[src/rtl/i2c_target.sv]
// I2C target with 7-bit addressing that bridges bus transfers onto a byte-wide
// register-file port using a pointer with auto-increment; runs entirely on clk.
module i2c_target #(
  parameter logic [6:0] TARGET_ADDR = 7'h42,
  parameter int         SYNC_STAGES = 2
) (
  input  logic       clk,
  input  logic       rst_n,
  input  logic       scl_i,
  input  logic       sda_i,
  output logic       sda_oe,
  output logic [7:0] reg_addr,
  output logic [7:0] reg_wdata,
  output logic       reg_we,
  output logic       reg_re,
  input  logic [7:0] reg_rdata,
  output logic       busy
);

  typedef enum logic [3:0] {
    IDLE, ADDR, ADDR_ACK, PTR, PTR_ACK, WDATA, WDATA_ACK, RDATA, RDATA_ACK, IGNORE
  } state_t;

  state_t state, state_n;

  logic [SYNC_STAGES-1:0] scl_sync, sda_sync;
  logic       scl_s, sda_s, scl_d, sda_d;
  logic       scl_rise, scl_fall, start_det, stop_det;
  logic [2:0] bit_cnt, bit_cnt_n;
  logic [7:0] rx_sh, rx_n, tx_sh, tx_n, rx_byte;
  logic       rw, rw_n, load_pend, load_n;
  logic       sda_oe_n, we_n, re_n, busy_n;
  logic [7:0] addr_n, wdata_n;

  // Synchronizers preset to 1 so a reset looks like an idle bus, not an edge.
  always_ff @(posedge clk or negedge rst_n) begin
    if (!rst_n) begin
      scl_sync <= '1;
      sda_sync <= '1;
      scl_d    <= 1'b1;
      sda_d    <= 1'b1;
    end else begin
      scl_sync <= {scl_sync[SYNC_STAGES-2:0], scl_i};
      sda_sync <= {sda_sync[SYNC_STAGES-2:0], sda_i};
      scl_d    <= scl_s;
      sda_d    <= sda_s;
    end
  end

  assign scl_s     = scl_sync[SYNC_STAGES-1];
  assign sda_s     = sda_sync[SYNC_STAGES-1];
  assign scl_rise  = scl_s & ~scl_d;
  assign scl_fall  = ~scl_s & scl_d;
  assign start_det = scl_s & scl_d & sda_d & ~sda_s;
  assign stop_det  = scl_s & scl_d & ~sda_d & sda_s;
  assign rx_byte   = {rx_sh[6:0], sda_s};

  always_ff @(posedge clk or negedge rst_n) begin
    if (!rst_n) begin
      state     <= IDLE;
      bit_cnt   <= 3'd0;
      rx_sh     <= 8'h00;
      tx_sh     <= 8'h00;
      rw        <= 1'b0;
      load_pend <= 1'b0;
      sda_oe    <= 1'b0;
      reg_addr  <= 8'h00;
      reg_wdata <= 8'h00;
      reg_we    <= 1'b0;
      reg_re    <= 1'b0;
      busy      <= 1'b0;
    end else begin
      state     <= state_n;
      bit_cnt   <= bit_cnt_n;
      rx_sh     <= rx_n;
      tx_sh     <= tx_n;
      rw        <= rw_n;
      load_pend <= load_n;
      sda_oe    <= sda_oe_n;
      reg_addr  <= addr_n;
      reg_wdata <= wdata_n;
      reg_we    <= we_n;
      reg_re    <= re_n;
      busy      <= busy_n;
    end
  end

  // In the ACK states sda_oe doubles as the phase flag: the first SCL fall
  // starts driving the ACK, the second one ends the ACK slot.
  always_comb begin
    state_n   = state;
    bit_cnt_n = bit_cnt;
    rx_n      = rx_sh;
    tx_n      = tx_sh;
    rw_n      = rw;
    load_n    = reg_re;
    sda_oe_n  = sda_oe;
    addr_n    = reg_addr;
    wdata_n   = reg_wdata;
    we_n      = 1'b0;
    re_n      = 1'b0;
    busy_n    = busy;

    if (stop_det) begin
      state_n   = IDLE;
      bit_cnt_n = 3'd0;
      load_n    = 1'b0;
      sda_oe_n  = 1'b0;
      busy_n    = 1'b0;
    end else if (start_det) begin
      state_n   = ADDR;
      bit_cnt_n = 3'd0;
      load_n    = 1'b0;
      sda_oe_n  = 1'b0;
      busy_n    = 1'b1;
    end else begin
      case (state)
        ADDR, PTR, WDATA: begin
          if (scl_rise) begin
            rx_n      = rx_byte;
            bit_cnt_n = bit_cnt + 3'd1;
            if (bit_cnt == 3'd7) begin
              if (state == ADDR) begin
                rw_n    = rx_byte[0];
                state_n = (rx_byte[7:1] == TARGET_ADDR) ? ADDR_ACK : IGNORE;
              end else if (state == PTR) begin
                addr_n  = rx_byte;
                state_n = PTR_ACK;
              end else begin
                wdata_n = rx_byte;
                we_n    = 1'b1;
                state_n = WDATA_ACK;
              end
            end
          end
        end
        ADDR_ACK, PTR_ACK, WDATA_ACK: begin
          if (scl_fall) begin
            bit_cnt_n = 3'd0;
            if (!sda_oe) begin
              sda_oe_n = 1'b1;
            end else if (state == ADDR_ACK && rw) begin
              re_n    = 1'b1;
              state_n = RDATA;
            end else begin
              sda_oe_n = 1'b0;
              if (state == WDATA_ACK)
                addr_n = reg_addr + 8'd1;
              state_n = (state == ADDR_ACK) ? PTR : WDATA;
            end
          end
        end
        RDATA: begin
          if (load_pend) begin
            tx_n     = reg_rdata;
            sda_oe_n = ~reg_rdata[7];
          end else if (scl_fall) begin
            bit_cnt_n = bit_cnt + 3'd1;
            if (bit_cnt == 3'd7) begin
              sda_oe_n = 1'b0;
              state_n  = RDATA_ACK;
            end else begin
              tx_n     = {tx_sh[6:0], 1'b0};
              sda_oe_n = ~tx_sh[6];
            end
          end
        end
        RDATA_ACK: begin
          if (scl_rise && sda_s) begin
            state_n = IGNORE;
          end else if (scl_fall) begin
            addr_n    = reg_addr + 8'd1;
            re_n      = 1'b1;
            bit_cnt_n = 3'd0;
            state_n   = RDATA;
          end
        end
        IGNORE: sda_oe_n = 1'b0;
        default: state_n = IDLE;
      endcase
    end
  end

endmodule

[config.mk]
export PLATFORM = sky130hd
export DESIGN_NAME = i2c_target
export DESIGN_NICKNAME = d
export VERILOG_FILES = /design/src/rtl/i2c_target.sv
export SDC_FILE = /design/constraint.sdc
export NUM_CORES = 1
export LEC_CHECK = 0
export ABC_CLOCK_PERIOD_IN_PS = 2700
export CAP_MARGIN = 20
export CORE_AREA = 2 2 85 63
export DETAILED_ROUTE_END_ITERATION = 8
export DIE_AREA = 0 0 87 65
export GPL_ROUTABILITY_DRIVEN = 0
export HOLD_SLACK_MARGIN = 0.08
export PLACE_DENSITY_LB_ADDON = 0.3
export RECOVER_POWER = 50
export SLEW_MARGIN = 30
export SYNTH_ARGS = -nofsm -noshare
export SYNTH_HDL_FRONTEND = slang
export SYNTH_SLANG_ARGS = --single-unit
[constraint.sdc]
create_clock -name clk -period 2.7 [get_ports clk]
set_input_delay 0.675 -clock clk [delete_from_list [all_inputs] [get_ports clk]]
set_output_delay 0.675 -clock clk [all_outputs]
set_load 0.01 [all_outputs]
* Word level (Yosys, flattened, before mapping) *
Index checks and enable logic that the tools add are counted.

word-level totals
  bits in registers = 49
  input port bits = 12
  output and inout port bits = 20
  logic and storage cells = 151

cells by class
  multiplexer cells = 66
  bitwise gates (word level) = 17
  reduce and logical (&&, ||, !) cells = 17
  equal/unequal tests = 33
  $add $sub $neg = 2

operators with widths
  cell                                                                   count
  8-bit two-way mux                                                      10
  4-bit two-way mux                                                      13
  4-bit != test, second input constant                                   8
  3-bit two-way mux                                                      9
  1-bit two-way mux                                                      25
  8-bit one-hot mux with 3 select lines                                  1
  2-bit != test, second input constant                                   11
  7-bit two-way mux                                                      3
  4-bit one-hot mux with 5 select lines                                  1
  4-bit by 3-bit equality test with 1-bit output, second input constant  4
  13-bit AND reduction                                                   1
  3-bit one-hot mux with 4 select lines                                  1
  5-bit != test, second input constant                                   2
  1-bit NOT                                                              10
  5-bit AND reduction                                                    2
  9-bit AND reduction                                                    1
  8-bit by 1-bit adder with 8-bit output, second input constant          1
  4-bit by 2-bit equality test with 1-bit output, second input constant  2
  4-bit equality test, second input constant                             2
  1-bit AND                                                              7
  7-bit equality test, second input constant                             1
  7-bit AND reduction                                                    1
  6-bit AND reduction                                                    1
  6-bit nonzero test                                                     1
  14 further kinds                                                       17

* Longest topological paths before layout *
  depth in word-level cells = 8
  depth in mapped cells = 9

* Worst setup path before layout *
Ideal clock, no wire load.

  kind = reg2reg
  start point = register bit_cnt[0]
  end point = register reg_addr[0]
  arrival = 1.812 ns
  slack = 0.802 ns
  path buffers = 2
  stages on the path, launching flop included = 10
  library setup time = 0.087 ns
  cells stage by stage = dfrtp_1 ha_1 ha_1 a21oi_1 a22oi_1 o221a_2 buf_2 and2_1 buf_2 o211ai_1

on the way
  word-level cells in the longest chain between the ends = 3

ends and longest elaborated chain
  element                                line  RTL
  start, declared                        29    logic [2:0] bit_cnt, bit_cnt_n;
  start signal, assigned                 74    bit_cnt <= bit_cnt_n;
  3-bit equality test                    122   if (bit_cnt == 3'd7) begin
  2-bit != test (no source line)         --
  13-bit AND reduction (no source line)  --
  end signal, assigned                   80    reg_addr <= addr_n;
  end, declared                          12    output logic [7:0] reg_addr,

Every way passes these cells.
A chain may end at the register's enable or synchronous reset.

* Worst setup path after layout *
  start point = register state[2]
  end point = register state[0]

on the way
  word-level cells in the longest chain between the ends = 8
  elaborated cells on any way between the ends = 31
  those cells by class = eq/ne: 18; mux: 9; reduce/logical: 4

ends and longest elaborated chain
  element                                         line      RTL
  start, declared                                 24        state_t state, state_n;
  start signal, assigned                          73        state <= state_n;
  4-bit by 2-bit equality test with 1-bit output  117, 142
  1-bit logical AND                               142       end else if (state == ADDR_ACK && rw) begin
  3-bit two-way mux                               142
  4-bit two-way mux                               140       if (!sda_oe) begin
  4-bit two-way mux                               138       if (scl_fall) begin
  4-bit one-hot mux with 5 select lines           117       case (state)
  4-bit two-way mux                               110       end else if (start_det) begin
  4-bit two-way mux                               104       if (stop_det) begin

Several ways; a longest one is shown, not always the timed one. The select of a mux whose other input is x is not followed.

==> metrics.md <==
| Metric | Value |
|---|---|
| Status | complete, no violations |
| Final WL | 5587 um |
| Global-route wire length before repair | 9798 um |
| Most frequent cell after synthesis | dfrtp_1 |
| Drt via density | 6.173 |
| Sw frac | 39.07% |
| Initial antenna violation count | 0 |
| Synth Net Count | 268 |
| Min Tclk post-route | 2.328 ns |
| Worst slew pin tran | 1.179 ns |
| Routed via count | 2,111 |
| Vias in the first global route | 2,013 |
| Final setup viols | 0 |
| Crit Path Max Fanout | 22 |
| Max IR drop VDD | 0.0004568 V |
| Hold Path Class | reg -> reg |
| Max Slew Vio Count | 0 |
| Resized Gates After CTS | 0 |
| Reg clk slew, reported paths | 0.09 ns |
| Nets | 296 |
| Clk_skew | 0.005709 ns |
| Latest clock arrival within the worst-skew pair | 0.31 ns |
| Core Region | 4927 um^2 |
| Top_reg_cell synth | dfrtp_1 |
| End of the worst hold path | scl_sync[1] |
| N_diodes | 0 |
| Critical-path cell list | nand4b_1, a21oi_1, a2bb2oi_1, o32a_1, mux2_1 |
| Slowest stage cell, crit path | dfrtp_1 |
| Startpoint types | flip-flop |
| # fillers | 413 |
| Post-CTS setup buffer count | 0 |
| Cell area after layout | 3028 um^2 |
| Layout cell share with drive strength beyond 1 | 14.54% |
| Max Clk Rate | 429.6 MHz |
| CTS Hold Bufs | 0 |
| Final hold vios | 0 |
| Yosys top cell by area | dfrtp_1 |
| DR iter-0 viols | 362 |
| Routed Antenna Nets | 0 |
| Sequential fraction of the synthesis area | 47.96% |
| Worst Path Required | 2.90 ns |
| CP endpoint kind | flip-flop |
| Int Pwr | 0.001690 W |
| Row count | 22 |
| CP top delay family | flip-flops |
| FF-to-FF End | state[0] |
| Full die area | 5655 um^2 |
| Sw power | 0.001083 W |
| Total number of yosys warnings | 0 |
| Mapped cell area | 2572 um^2 |
| Crit path largest cell delay | 0.77 ns |
| Largest net degree at the start of global routing | 50 |
| Global route overflow | 0 |
| Initial Util | 52.21% |
| Worst Hold Depth | 0 |
| RSZ-0062 raised after global routing | false |
| Synth cell count leaders | dfrtp_1, o21ai_0, a21oi_1, nand2_1, mux2_2 |
| Area growth syn-to-layout | 17.70% |
| Leak Pwr | 1.280 nW |
| Top cell type's share of synthesized area | 41.83% |
| Crit share post-route | 86.21% |
| # IOs | 32 |
| Combinational power share | 38.2% |
| MaxCap Viol Count | 0 |
| Worst-case clock buffer depth | 2 |
| Worst hold slack | 0.3653 ns |
| Residual DRC count | 0 |
| Pwr Density | 915.8 nW/um^2 |
| Number of port buffers | 31 |
| Synth Area per Inst | 10.17 um^2 |
| DPL Wire Length | 3835 um |
| Crit Path Class | reg -> reg |
| Yosys cell types | 53 |
| CP arrival | 2.53 ns |
| Post-synth ARST share | 100.0% |
| H-tree depth | 2 |
| Sink Count | 49 |
| TNS Setup | 0 ns |
| Clock share of power | 19.5% |
| Pre-antenna DRT Iters | 5 |
| Reg2reg start | state[2] |
| Reg power frac | 42.3% |
| Total Routing Usage GR | 22.32% |
| Bufs and invs on worst path | 0 |
| Die X | 87 um |
| R2r worst-path depth | 5 |
| Drt wl/cell | 16.34 um |
| Hold path startpoint | scl_sync[0] |
| Max-slew headroom | 21.42% |
| Die height | 65 um |
| Placement Cell Area | 2914 um^2 |
| Pwr Total | 0.002773 W |
| Post-synth EDFFs | 0 |
| Synthesized flop and latch total | 49 |
| Synth top area cells | dfrtp_1, mux2_2, dfstp_2 |
| FF-to-FF setup slack | 0.37 ns |
| TritonCTS Buffers | 5 |
| CTS tree | done |
| Cells after Synth | 253 |
| Clock root cell | clkbuf_8 |
[placed cells by master (no fill, tap or decap), drive strengths merged, types with 3 or more instances in the layout]
| master | count |
|---|---|
| nand3 | 5 |
| clkbuf | 6 |
| buf | 4 |
| nand2b | 6 |
| and3 | 3 |
| a22o | 3 |
| nor3 | 3 |
| a31oi | 12 |
| nor2 | 12 |
| nand4b | 3 |
| o21ai | 25 |
| nand4 | 3 |
| mux2i | 7 |
| a21oi | 18 |
| nand2 | 18 |
| dfrtp | 43 |
| inv | 9 |
| clkdlybuf4s50 | 28 |
| o22ai | 3 |
| mux2 | 17 |
| nor2b | 7 |
| dfstp | 6 |
| ha | 3 |
[per-stage QoR]
stage | util (%) | instances | setup WS [ns]
3_5_place_dp | 59.14 | 334 | 0.4195
5_1_grt | 61.45 | 342 | 0.1946
6_report | 61.45 | 342 | 0.3724
4_1_cts | 61.50 | 342 | 0.4058
2_1_floorplan | - | 253 | 0.8015
3_3_place_gp | 59.14 | 334 | 0.4900
[cell families after synthesis]
logic type,count (synthesis),synth area share (%)
buffers and inverters,21,3.696
and+or+nand+nor,75,16.83
xor gates and xnor gates,2,0.6811
muxes,24,10.17
AOI/OAI and AO/OA,79,19.21
DFF,49,47.96
adders and majority gates,3,1.459
[state kept, by name, indices dropped and copies added, names as in the netlist]
register / cells
scl_sync: 2
reg_re: 1
sda_sync: 2
reg_wdata: 8
sda_d: 1
rx_sh: 7
bit_cnt: 3
rw: 1
tx_sh: 7
state: 4
busy: 1
load_pend: 1
sda_oe: 1
reg_we: 1
reg_addr: 8
scl_d: 1
[how the worst max path moves through the flow]
| stage | from | to | cells after the start | slack (ns) |
|---|---|---|---|---|
| 6_report | state[2] | state[0] | 5 | 0.37 |
| 5_1_grt | state[2] | state[0] | 5 | 0.19 |
| 4_1_cts | state[2] | state[0] | 5 | 0.41 |
| 3_5_place_dp | state[2] | state[0] | 5 | 0.42 |
| 3_3_place_gp | state[2] | state[0] | 5 | 0.49 |
| 2_1_floorplan | bit_cnt[0] | reg_addr[0] | 9 | 0.80 |
[per-layer routing]
metal | track usage, % | vias to the layer above | routed length, um
li1 | - | 999 | -
met1 | 34.51 | 1025 | 2741
met2 | 30.82 | 80 | 2471
met3 | 4.713 | 7 | 305
met4 | 7.227 | 0 | 68
met5 | 0 | - | 0
[final cells by class]
| cell class | instances | area [um^2] | area share (%) |
|---|---|---|---|
| tap | 60 | 75.07 | 2.479 |
| sequential | 49 | 1234 | 40.74 |
| clock inverter | 3 | 47.55 | 1.570 |
| clock buffer | 5 | 68.82 | 2.273 |
| timing repair buffer | 35 | 332.8 | 10.99 |
| multi-input combinational | 183 | 1244 | 41.07 |
| inverter | 7 | 26.28 | 0.8678 |
[power by group through the flow]
stage / clock (W) / sequential [W] / combinational [W]
2_1_floorplan: 0 / 0.00107 / 0.000777
3_5_place_dp: 0 / 0.00118 / 0.00104
5_1_grt: 0.000581 / 0.00121 / 0.00119
3_3_place_gp: 0 / 0.00117 / 0.00101
4_1_cts: 0.000552 / 0.00117 / 0.00105
6_report: 0.000541 / 0.00117 / 0.00106
No activity file was read; power rests on OpenSTA's default activity.
